**src/rtl/cpu_pkg.sv**
```systemverilog
// Shared types for the ID-stage branch resolution logic.
// Latency: n/a (types, constants and helpers only).
// Backpressure: n/a.
package cpu_pkg;

    // Branch class decoded in ID; encodings are fixed by the decoder.
    typedef enum logic [2:0] {
        BR_NONE  = 3'd0,
        BR_B     = 3'd1,
        BR_BL    = 3'd2,
        BR_BR    = 3'd3,
        BR_BCOND = 3'd4,
        BR_CBZ   = 3'd5
    } br_type_t;

    // ARM condition-code field values.
    localparam logic [3:0] COND_EQ = 4'h0;
    localparam logic [3:0] COND_NE = 4'h1;
    localparam logic [3:0] COND_HS = 4'h2;
    localparam logic [3:0] COND_LO = 4'h3;
    localparam logic [3:0] COND_MI = 4'h4;
    localparam logic [3:0] COND_PL = 4'h5;
    localparam logic [3:0] COND_VS = 4'h6;
    localparam logic [3:0] COND_VC = 4'h7;
    localparam logic [3:0] COND_HI = 4'h8;
    localparam logic [3:0] COND_LS = 4'h9;
    localparam logic [3:0] COND_GE = 4'hA;
    localparam logic [3:0] COND_LT = 4'hB;
    localparam logic [3:0] COND_GT = 4'hC;
    localparam logic [3:0] COND_LE = 4'hD;
    localparam logic [3:0] COND_AL = 4'hE;
    localparam logic [3:0] COND_NV = 4'hF;

    // Branch unit control states.
    typedef enum logic [1:0] {
        ST_IDLE      = 2'd0,
        ST_WAIT_OPND = 2'd1,
        ST_FLUSH     = 2'd2
    } bcu_state_t;

    // Flag nibble layout {N,Z,V,C}.
    typedef struct packed {
        logic n;
        logic z;
        logic v;
        logic c;
    } nzvc_t;

endpackage

```
**src/rtl/branch_cond_unit_cond_eval.sv**
```systemverilog
// Evaluates an ARM condition code against an NZVC flag set.
// Latency: purely combinational, 0 cycles.
// Backpressure: none; output follows inputs.
module cond_eval
    import cpu_pkg::*;
(
    input  logic [3:0] i_cond,
    input  logic [3:0] i_nzvc,
    output logic       o_pass
);

    nzvc_t w_f;

    assign w_f = nzvc_t'(i_nzvc);

    // Condition decode; AL and NV both pass unconditionally.
    always_comb begin
        o_pass = 1'b1;
        case (i_cond)
            COND_EQ: o_pass = w_f.z;
            COND_NE: o_pass = ~w_f.z;
            COND_HS: o_pass = w_f.c;
            COND_LO: o_pass = ~w_f.c;
            COND_MI: o_pass = w_f.n;
            COND_PL: o_pass = ~w_f.n;
            COND_VS: o_pass = w_f.v;
            COND_VC: o_pass = ~w_f.v;
            COND_HI: o_pass = w_f.c & ~w_f.z;
            COND_LS: o_pass = ~(w_f.c & ~w_f.z);
            COND_GE: o_pass = (w_f.n == w_f.v);
            COND_LT: o_pass = (w_f.n != w_f.v);
            COND_GT: o_pass = ~w_f.z & (w_f.n == w_f.v);
            COND_LE: o_pass = ~(~w_f.z & (w_f.n == w_f.v));
            COND_AL: o_pass = 1'b1;
            COND_NV: o_pass = 1'b1;
            default: o_pass = 1'b1;
        endcase
    end

endmodule

```
**src/rtl/branch_cond_unit.sv**
```systemverilog
// Resolves B/BL/BR/B.cond/CBZ in ID and holds the architectural NZVC flags.
// Latency: 0 cycles to resolve; taken branch costs one squashed IF slot.
// Backpressure: stalls ID while a CBZ operand is still being produced by a load in EX.
module branch_cond_unit
    import cpu_pkg::*;
#(
    parameter int DATA_W = 64,
    parameter int COND_W = 4
)
(
    input  logic              clk,
    input  logic              reset,
    input  logic              ex_valid,
    input  logic              ex_set_flags,
    input  logic              ex_negative,
    input  logic              ex_zero,
    input  logic              ex_overflow,
    input  logic              ex_carry_out,
    input  logic              id_valid,
    input  logic [2:0]        id_br_type,
    input  logic [COND_W-1:0] id_cond,
    input  logic [DATA_W-1:0] id_cbz_operand,
    input  logic              id_operand_ready,
    output logic              br_taken,
    output logic              flush_if,
    output logic              stall,
    output logic [3:0]        flags_q
);

    logic [3:0] r_flags;
    bcu_state_t r_state;
    bcu_state_t w_state_nxt;

    logic       w_flag_wr;
    logic [3:0] w_ex_flags;
    logic [3:0] w_eff_flags;
    logic       w_cond_pass;
    logic       w_opnd_zero;
    logic       w_is_cbz;
    logic       w_tk;
    br_type_t   w_br_type;
    logic       w_br_taken;
    logic       w_stall;

    assign w_flag_wr  = ex_valid & ex_set_flags;
    assign w_ex_flags = {ex_negative, ex_zero, ex_overflow, ex_carry_out};

    // Forward the in-flight EX flags so a B.cond right behind a flag setter needs no stall.
    assign w_eff_flags = w_flag_wr ? w_ex_flags : r_flags;

    assign w_br_type   = br_type_t'(id_br_type);
    assign w_is_cbz    = (w_br_type == BR_CBZ);
    assign w_opnd_zero = ~(|id_cbz_operand);

    cond_eval u_cond_eval (
        .i_cond (id_cond[3:0]),
        .i_nzvc (w_eff_flags),
        .o_pass (w_cond_pass)
    );

    // Taken term for the instruction in ID, independent of FSM state.
    always_comb begin
        w_tk = 1'b0;
        case (w_br_type)
            BR_B, BR_BL, BR_BR: w_tk = 1'b1;
            BR_BCOND:           w_tk = w_cond_pass;
            BR_CBZ:             w_tk = w_opnd_zero;
            default:            w_tk = 1'b0;
        endcase
    end

    // Architectural flag register; a stall in ID must not block the EX-stage write.
    always_ff @(posedge clk) begin
        if (reset) begin
            r_flags <= 4'b0000;
        end else if (w_flag_wr) begin
            r_flags <= w_ex_flags;
        end
    end

    // Control state register.
    always_ff @(posedge clk) begin
        if (reset) begin
            r_state <= ST_IDLE;
        end else begin
            r_state <= w_state_nxt;
        end
    end

    // Next state and outputs; FLUSH ignores ID because that slot is the squashed fetch.
    always_comb begin
        w_state_nxt = r_state;
        w_br_taken  = 1'b0;
        w_stall     = 1'b0;
        if (reset) begin
            w_state_nxt = ST_IDLE;
        end else begin
            case (r_state)
                ST_IDLE: begin
                    if (id_valid && w_is_cbz && !id_operand_ready) begin
                        w_stall     = 1'b1;
                        w_state_nxt = ST_WAIT_OPND;
                    end else if (id_valid && w_tk) begin
                        w_br_taken  = 1'b1;
                        w_state_nxt = ST_FLUSH;
                    end else begin
                        w_state_nxt = ST_IDLE;
                    end
                end
                ST_WAIT_OPND: begin
                    if (!id_valid) begin
                        w_state_nxt = ST_IDLE;
                    end else if (!id_operand_ready) begin
                        w_stall     = 1'b1;
                        w_state_nxt = ST_WAIT_OPND;
                    end else if (w_tk) begin
                        w_br_taken  = 1'b1;
                        w_state_nxt = ST_FLUSH;
                    end else begin
                        w_state_nxt = ST_IDLE;
                    end
                end
                ST_FLUSH: begin
                    w_state_nxt = ST_IDLE;
                end
                default: begin
                    w_state_nxt = ST_IDLE;
                end
            endcase
        end
    end

    assign br_taken = w_br_taken;
    assign flush_if = w_br_taken;
    assign stall    = w_stall;
    assign flags_q  = r_flags;

endmodule

```
**config.mk**
```make
export PLATFORM = sky130hd
export DESIGN_NAME = branch_cond_unit
export DESIGN_NICKNAME = d
export VERILOG_FILES = /design/src/rtl/cpu_pkg.sv /design/src/rtl/branch_cond_unit_cond_eval.sv /design/src/rtl/branch_cond_unit.sv
export SDC_FILE = /design/constraint.sdc
export NUM_CORES = 1
export LEC_CHECK = 0
export ABC_AREA = 0
export CAP_MARGIN = 10
export CORE_AREA = 2 2 39 41
export CTS_BUF_LIST = sky130_fd_sc_hd__clkbuf_8
export CTS_CLUSTER_DIAMETER = 60
export CTS_CLUSTER_SIZE = 30
export DETAILED_ROUTE_END_ITERATION = 6
export DIE_AREA = 0 0 41 43
export DONT_BUFFER_PORTS = 1
export GPL_TIMING_DRIVEN = 0
export SYNTH_ARGS = -nofsm -noshare
export SYNTH_HDL_FRONTEND = slang
export SYNTH_SLANG_ARGS = --single-unit
export TNS_END_PERCENT = 1
```
**constraint.sdc**
```tcl
create_clock -name clk -period 5.5 [get_ports clk]
set_clock_uncertainty 0.05 [all_clocks]
set_input_delay 1.1 -clock clk [delete_from_list [all_inputs] [get_ports clk]]
set_output_delay 1.1 -clock clk [all_outputs]
set_load 0.1 [all_outputs]
```
==> impl_metrics.tcl, run 1 <==
set metrics [dict create \
    hold_buffers 0 \
    fin_tns_setup_ns 0 \
    worstPathRequired_ns 4.35 \
    num_rows 14 \
    place.gp.congestion 0.737 \
    wl_per_cell_um 17.0 \
    io_buffers 0 \
    cp-startpoint "id_cond[1]" \
    cts_tree "done" \
    grt_pass1_vias 586 \
    cp-start-kind "input pin" \
    cts.sink_count 6 \
    drive_gt1_share_pct 12.0 \
    clkLatencyLatePin_ns 0.22 \
    p_per_area_nw_per_um2 213 \
    drc 0 \
    clockRootBuffer "clkbuf_8" \
    dieWidth_um 41 \
    maxCapViolCount 0 \
    min_to "r_state[0]" \
    final_area_um2 739 \
    h-tree-depth 1 \
    overflow 0 \
    drt_pass1_iterations 4 \
    placed_area_um2 698 \
    clk_pin_slew_worst_paths_ns 0.03 \
    cp-end-kind "primary output" \
    ctsLongestPathBuffers 2 \
    drt_iter0_markers 8 \
    rrSetupSlack_ns 3.18 \
    worst_pin_slew_ns 1.07 \
    start_util_pct 47.6 \
    dp_hpwl_um 1640 \
    nets 175 \
    num_vias 723 \
    hold_ws_ns 0.509 \
    nFillCells 145 \
    cp.arrival_ns 3.48 \
    setup_viol 0 \
    antenna_left 0 \
    timing.fmax_ghz 0.216 \
    fin_crit_ns 4.63 \
    power_leakage_uw 0.000247 \
    holdCritPathClass "register to register" \
    syn2layout_area_growth_pct 12.4 \
    ys_seq_area_share_pct 18.3 \
    rsz0062_at_grt "no" \
    yosys_warnings 0 \
    cts_resized 0 \
    fin_crit_sh_pct 84.2 \
    wirelength_um 1840 \
    num_io_pins 88 \
    synth_cells 88 \
    r2r-end "r_state[1]" \
    final_util_pct 53.4 \
    post_cts_buffers 0 \
    numCtsBuffers 3 \
    hold_depth 3 \
    die_h_um 43 \
    dieArea_um2 1760 \
    relSlewSlack_pct 28.8 \
    grt_pass1_wl_um 2330 \
    critical_path_class "input pin to primary output" \
    routed_via_density 6.69 \
    critPathMaxFanout 10 \
    drv_slew 0 \
    ir_drop_v 0.000168 \
    synth_area_um2 658 \
    antenna_found_initial 0 \
    holdCritStartpoint "r_state[1]" \
    num_antenna_cells 0 \
    status "finished clean" \
    synth.avg_cell_area_um2 7.48 \
    worstRegToRegCells 5 \
    finalHoldViolCount 0 \
    total_power_uw 157 \
    core_area_um2 1380 \
    synth_cell_types 33 \
    syn_nets 169 \
    reg2reg_from "flags_q[2]" \
    synth.ff_latch_count 6 \
    grt_max_degree 11 \
    track_usage_pct 19.8 \
]
cells in the mapped netlist (all sizes together):
cell | instances | area share (%)
o21ai | 1 | 0.76
o32ai | 1 | 1.3
nor3 | 4 | 3.0
clkbuf | 2 | 1.7
xor2 | 4 | 5.3
a21oi | 2 | 1.5
nor2 | 13 | 7.4
and4b | 1 | 1.5
nor4 | 17 | 16
nor3b | 2 | 2.3
a41oi | 1 | 1.3
mux2i | 4 | 8.6
nand2b | 1 | 0.95
a31oi | 1 | 0.95
and3 | 1 | 0.95
o2bb2ai | 3 | 4.0
nor2b | 1 | 0.95
xnor2 | 1 | 1.3
inv | 2 | 1.1
o31a | 2 | 2.7
nand2 | 5 | 4.0
nand4 | 4 | 3.8
dfxtp | 6 | 18
buf | 1 | 1.1
a211oi | 1 | 1.1
a21o | 1 | 1.1
a221oi | 1 | 2.3
a311oi | 1 | 1.3
nand3 | 4 | 3.0
state kept, by name, summed over array words and instances (netlist names):
register	count
flags_q	4
r_state	2
metrics by stage:
step	instances	worst slack, ns
after floorplan	88	0.969
after global placement	104	0.868
after detailed placement	105	0.850
after CTS	108	0.846
after global routing	108	0.693
final	108	0.868
logic make-up after synthesis:
logic type / Yosys count / share of synthesized area, %
and+or+nand+nor: 53 / 44.1
buffers and inverters: 5 / 3.99
muxes: 4 / 8.55
xor gates and xnor gates: 5 / 6.65
DFF: 6 / 18.3
AOI/OAI and AO/OA: 15 / 18.4
where the power goes:
group	internal [uW]	total, uW	switching (uW)
clock network	46.9	64.8	17.9
registers	45.6	57.5	11.9
logic	14.7	35.1	20.4
total	107	157	50.2
area by class of cell:
| class | count | area (um2) | share of cell area, % |
|---|---|---|---|
| buffer | 3 | 18.8 | 2.54 |
| clock buffer | 3 | 41.3 | 5.58 |
| tap | 16 | 20.0 | 2.71 |
| multi-input combinational | 77 | 517 | 69.9 |
| inverter | 2 | 7.51 | 1.02 |
| sequential | 6 | 120 | 16.2 |
| timing repair buffer | 1 | 15.0 | 2.03 |
layout by cell type, fill, tap and decap left out, types with 2 or more instances in the layout:
cell type	count
nor4_1	17
inv_1	2
a21oi_1	2
nand3_1	4
clkbuf_8	3
nor2_1	13
dfxtp_1	6
xor2_1	4
o2bb2ai_1	3
mux2i_1	2
nor3_1	3
nor3b_1	2
nand4_1	4
nand2_1	4
o31a_1	2
how the worst max path moves through the flow:
stage | cells after the start | end | slack (ns)
after floorplan | 4 | stall | 0.97
after global placement | 7 | flush_if | 0.87
after detailed placement | 7 | flush_if | 0.85
after CTS | 7 | flush_if | 0.85
after global routing | 7 | flush_if | 0.69
final | 8 | flush_if | 0.87
critical path, cell delays in order:
cell	delay [ns]
clkbuf_1	0.30
nand3_1	0.12
a211oi_1	0.22
a41oi_1	0.07
o2bb2ai_1	0.16
a21oi_1	0.20
o31a_1	0.86
buf_4	0.44
per-layer routing:
layer / GRT usage [%] / wire length [um] / up-vias
li1: - / - / 357
met1: 22.9 / 704 / 320
met2: 31.9 / 938 / 44
met3: 7.85 / 188 / 2
met4: 6.00 / 4 / 0
met5: 0 / 0 / -
Note: power is estimated with default switching activity, not from simulation.
==> run 2: changes to the inputs <==
- clock period: 5.5 -> 4.8 ns (I/O delays scaled with it)
==> results of run 2 <==
The final DEF is identical to that of run 1. Status: finished clean.
Main changes from that run: setup slack after placement 0.850 ns -> 0.430 ns; setup slack after layout 0.868 ns -> 0.312 ns; start point of the critical path id_cond[1] -> flags_q[1]; register-to-register setup slack 3.18 ns -> 2.48 ns; total power 157 uW -> 180 uW; worst IR drop on VDD 0.000168 V -> 0.000193 V
==> run 3: changes to the inputs <==
- GPL_TIMING_DRIVEN: 0 -> 1
==> run 3 against run 2 <==
Largest power group unchanged. Sequential share of layout area shrank 0.63 points. Setup slack gained 0.87 ns. Highest routed layer unchanged. Cell count up 1.9%. Power is 0.39% lower. First-iteration DRC count grew 38%. Largest cell class unchanged. Critical endpoint is now br_taken. Hold slack worse by 0.011 ns. Critical path type is now input pin to primary output.
==> impl_metrics.tcl, run 3 (synthesized netlist as in run 1, its figures left out) <==
set metrics [dict create \
    antenna_left 0 \
    num_antenna_cells 0 \
    power_leakage_uw 0.000267 \
    drc 0 \
    syn2layout_area_growth_pct 16.9 \
    maxCapViolCount 0 \
    finalHoldViolCount 0 \
    seq_area_um2 120 \
    largest_register_ffs 4 \
    holdCritPathClass "register to register" \
    cp_slowest_stage_delay_ns 0.47 \
    track_usage_pct 21.2 \
    drive_gt1_share_pct 16.0 \
    dieWidth_um 41 \
    rsz0062_at_grt "no" \
    post_cts_buffers 0 \
    timing.fmax_ghz 0.276 \
    grt_pass1_wl_um 2550 \
    fin_tns_setup_ns 0 \
    final_area_um2 769 \
    core_area_um2 1380 \
    total_power_uw 180 \
    placed_area_um2 728 \
    layout_commonest_cell "nor4_1" \
    critPathSlowestCell "buf_4" \
    setup_viol 0 \
    ir_drop_v 0.000181 \
    multi_input_area_um2 518 \
    final_util_pct 55.6 \
    cts_tree "done" \
    wl_per_cell_um 16.6 \
    num_rows 14 \
    drt_iter0_markers 11 \
    antenna_found_initial 0 \
    worstPathRequired_ns 3.79 \
    grt_pass1_vias 673 \
    cts_resized 0 \
    nets 177 \
    clockRootBuffer "clkbuf_8" \
    routed_via_density 6.84 \
    drt_pass1_iterations 4 \
    fin_crit_sh_pct 75.4 \
    clkLatencyLatePin_ns 0.22 \
    layout_common_cells "nor4_1, nor2_1, dfxtp_1" \
    dp_hpwl_um 1600 \
    fin_crit_ns 3.62 \
    critical_path_class "input pin to primary output" \
    clk_pin_slew_worst_paths_ns 0.03 \
    status "finished clean" \
    cp-start-kind "input pin" \
    overflow 0 \
    crit_chain "nor4_1 -> nand4_1 -> nor4_1 -> nand4_1 -> o21ai_0 -> o31a_2 -> buf_4" \
    dieArea_um2 1760 \
    nFillCells 145 \
    cp-end-kind "primary output" \
    cp.arrival_ns 2.61 \
    drv_slew 0 \
    place.gp.congestion 0.720 \
    start_util_pct 47.6 \
    num_io_pins 88 \
    die_h_um 43 \
    h-tree-depth 1 \
    p_per_area_nw_per_um2 233 \
    num_vias 752 \
    numCtsBuffers 3 \
    io_buffers 0 \
    hold_buffers 0 \
    critPathMaxFanout 2 \
    ctsLongestPathBuffers 2 \
    cts.sink_count 6 \
    worst_pin_slew_ns 0.549 \
    grt_max_degree 12 \
    wirelength_um 1820 \
    relSlewSlack_pct 63.7 \
]
==> run 3: cell count changes in the layout (fill, tap and decap cells not counted) <==
cell,change
o31a_2,+1
o31a_1,-1
clkbuf_1,-1
buf_4,+4
clkbuf_4,-1
clkbuf_16,+1
buf_8,-1
==> run 3: path summary, 6_finish.rpt <==
check / from / to / slack (ns) / cells past startpoint
setup reg to reg: flags_q[1] / r_state[1] / 2.96 / 7
hold / removal: r_state[1] / r_state[0] / 0.50 / 3
hold reg to reg: r_state[1] / r_state[0] / 0.50 / 3
setup / recovery: id_cbz_operand[12] / br_taken / 1.18 / 7
==> run 3: routing by layer <==
metal	global-route usage [%]	part of all wire, %	vias up
met5	0	0	-
met4	6.00	0.77	0
met3	6.81	9.6	3
met2	35.3	52	52
met1	24.5	37	334
li1	-	-	363
==> run 3: power breakdown <==
part           leakage, uW  internal [uW]  total [uW]  switching, uW
clock network    0.0000216           53.7        74.1           20.3
logic             0.000196           18.4        52.9           34.5
registers        0.0000490           52.3        52.7          0.439
==> run 3: final cells by class <==
| type | instances | share of cell area [%] |
|---|---|---|
| Tap cell | 16 | 2.60 |
| Multi-Input combinational cell | 77 | 67.3 |
| Timing Repair Buffer | 6 | 8.13 |
| Sequential cell | 6 | 15.6 |
| Inverter | 2 | 0.976 |
| Clock buffer | 3 | 5.37 |
==> run 3: metrics by stage <==
step	hold slack (ns)	worst slack, ns	cells
detailed placement	0.488	1.15	107
finish	0.498	1.18	110
CTS	0.495	1.14	110
floorplan	0.443	0.549	88
global placement	0.488	1.22	107
global route	0.534	0.959	110
==> run 3: critical path, delay by kind of cell <==
family	cells	cell delay (ns)
and+or+nand+nor	4	0.87
buffers and inverters	1	0.47
AOI/OAI and AO/OA	2	0.30
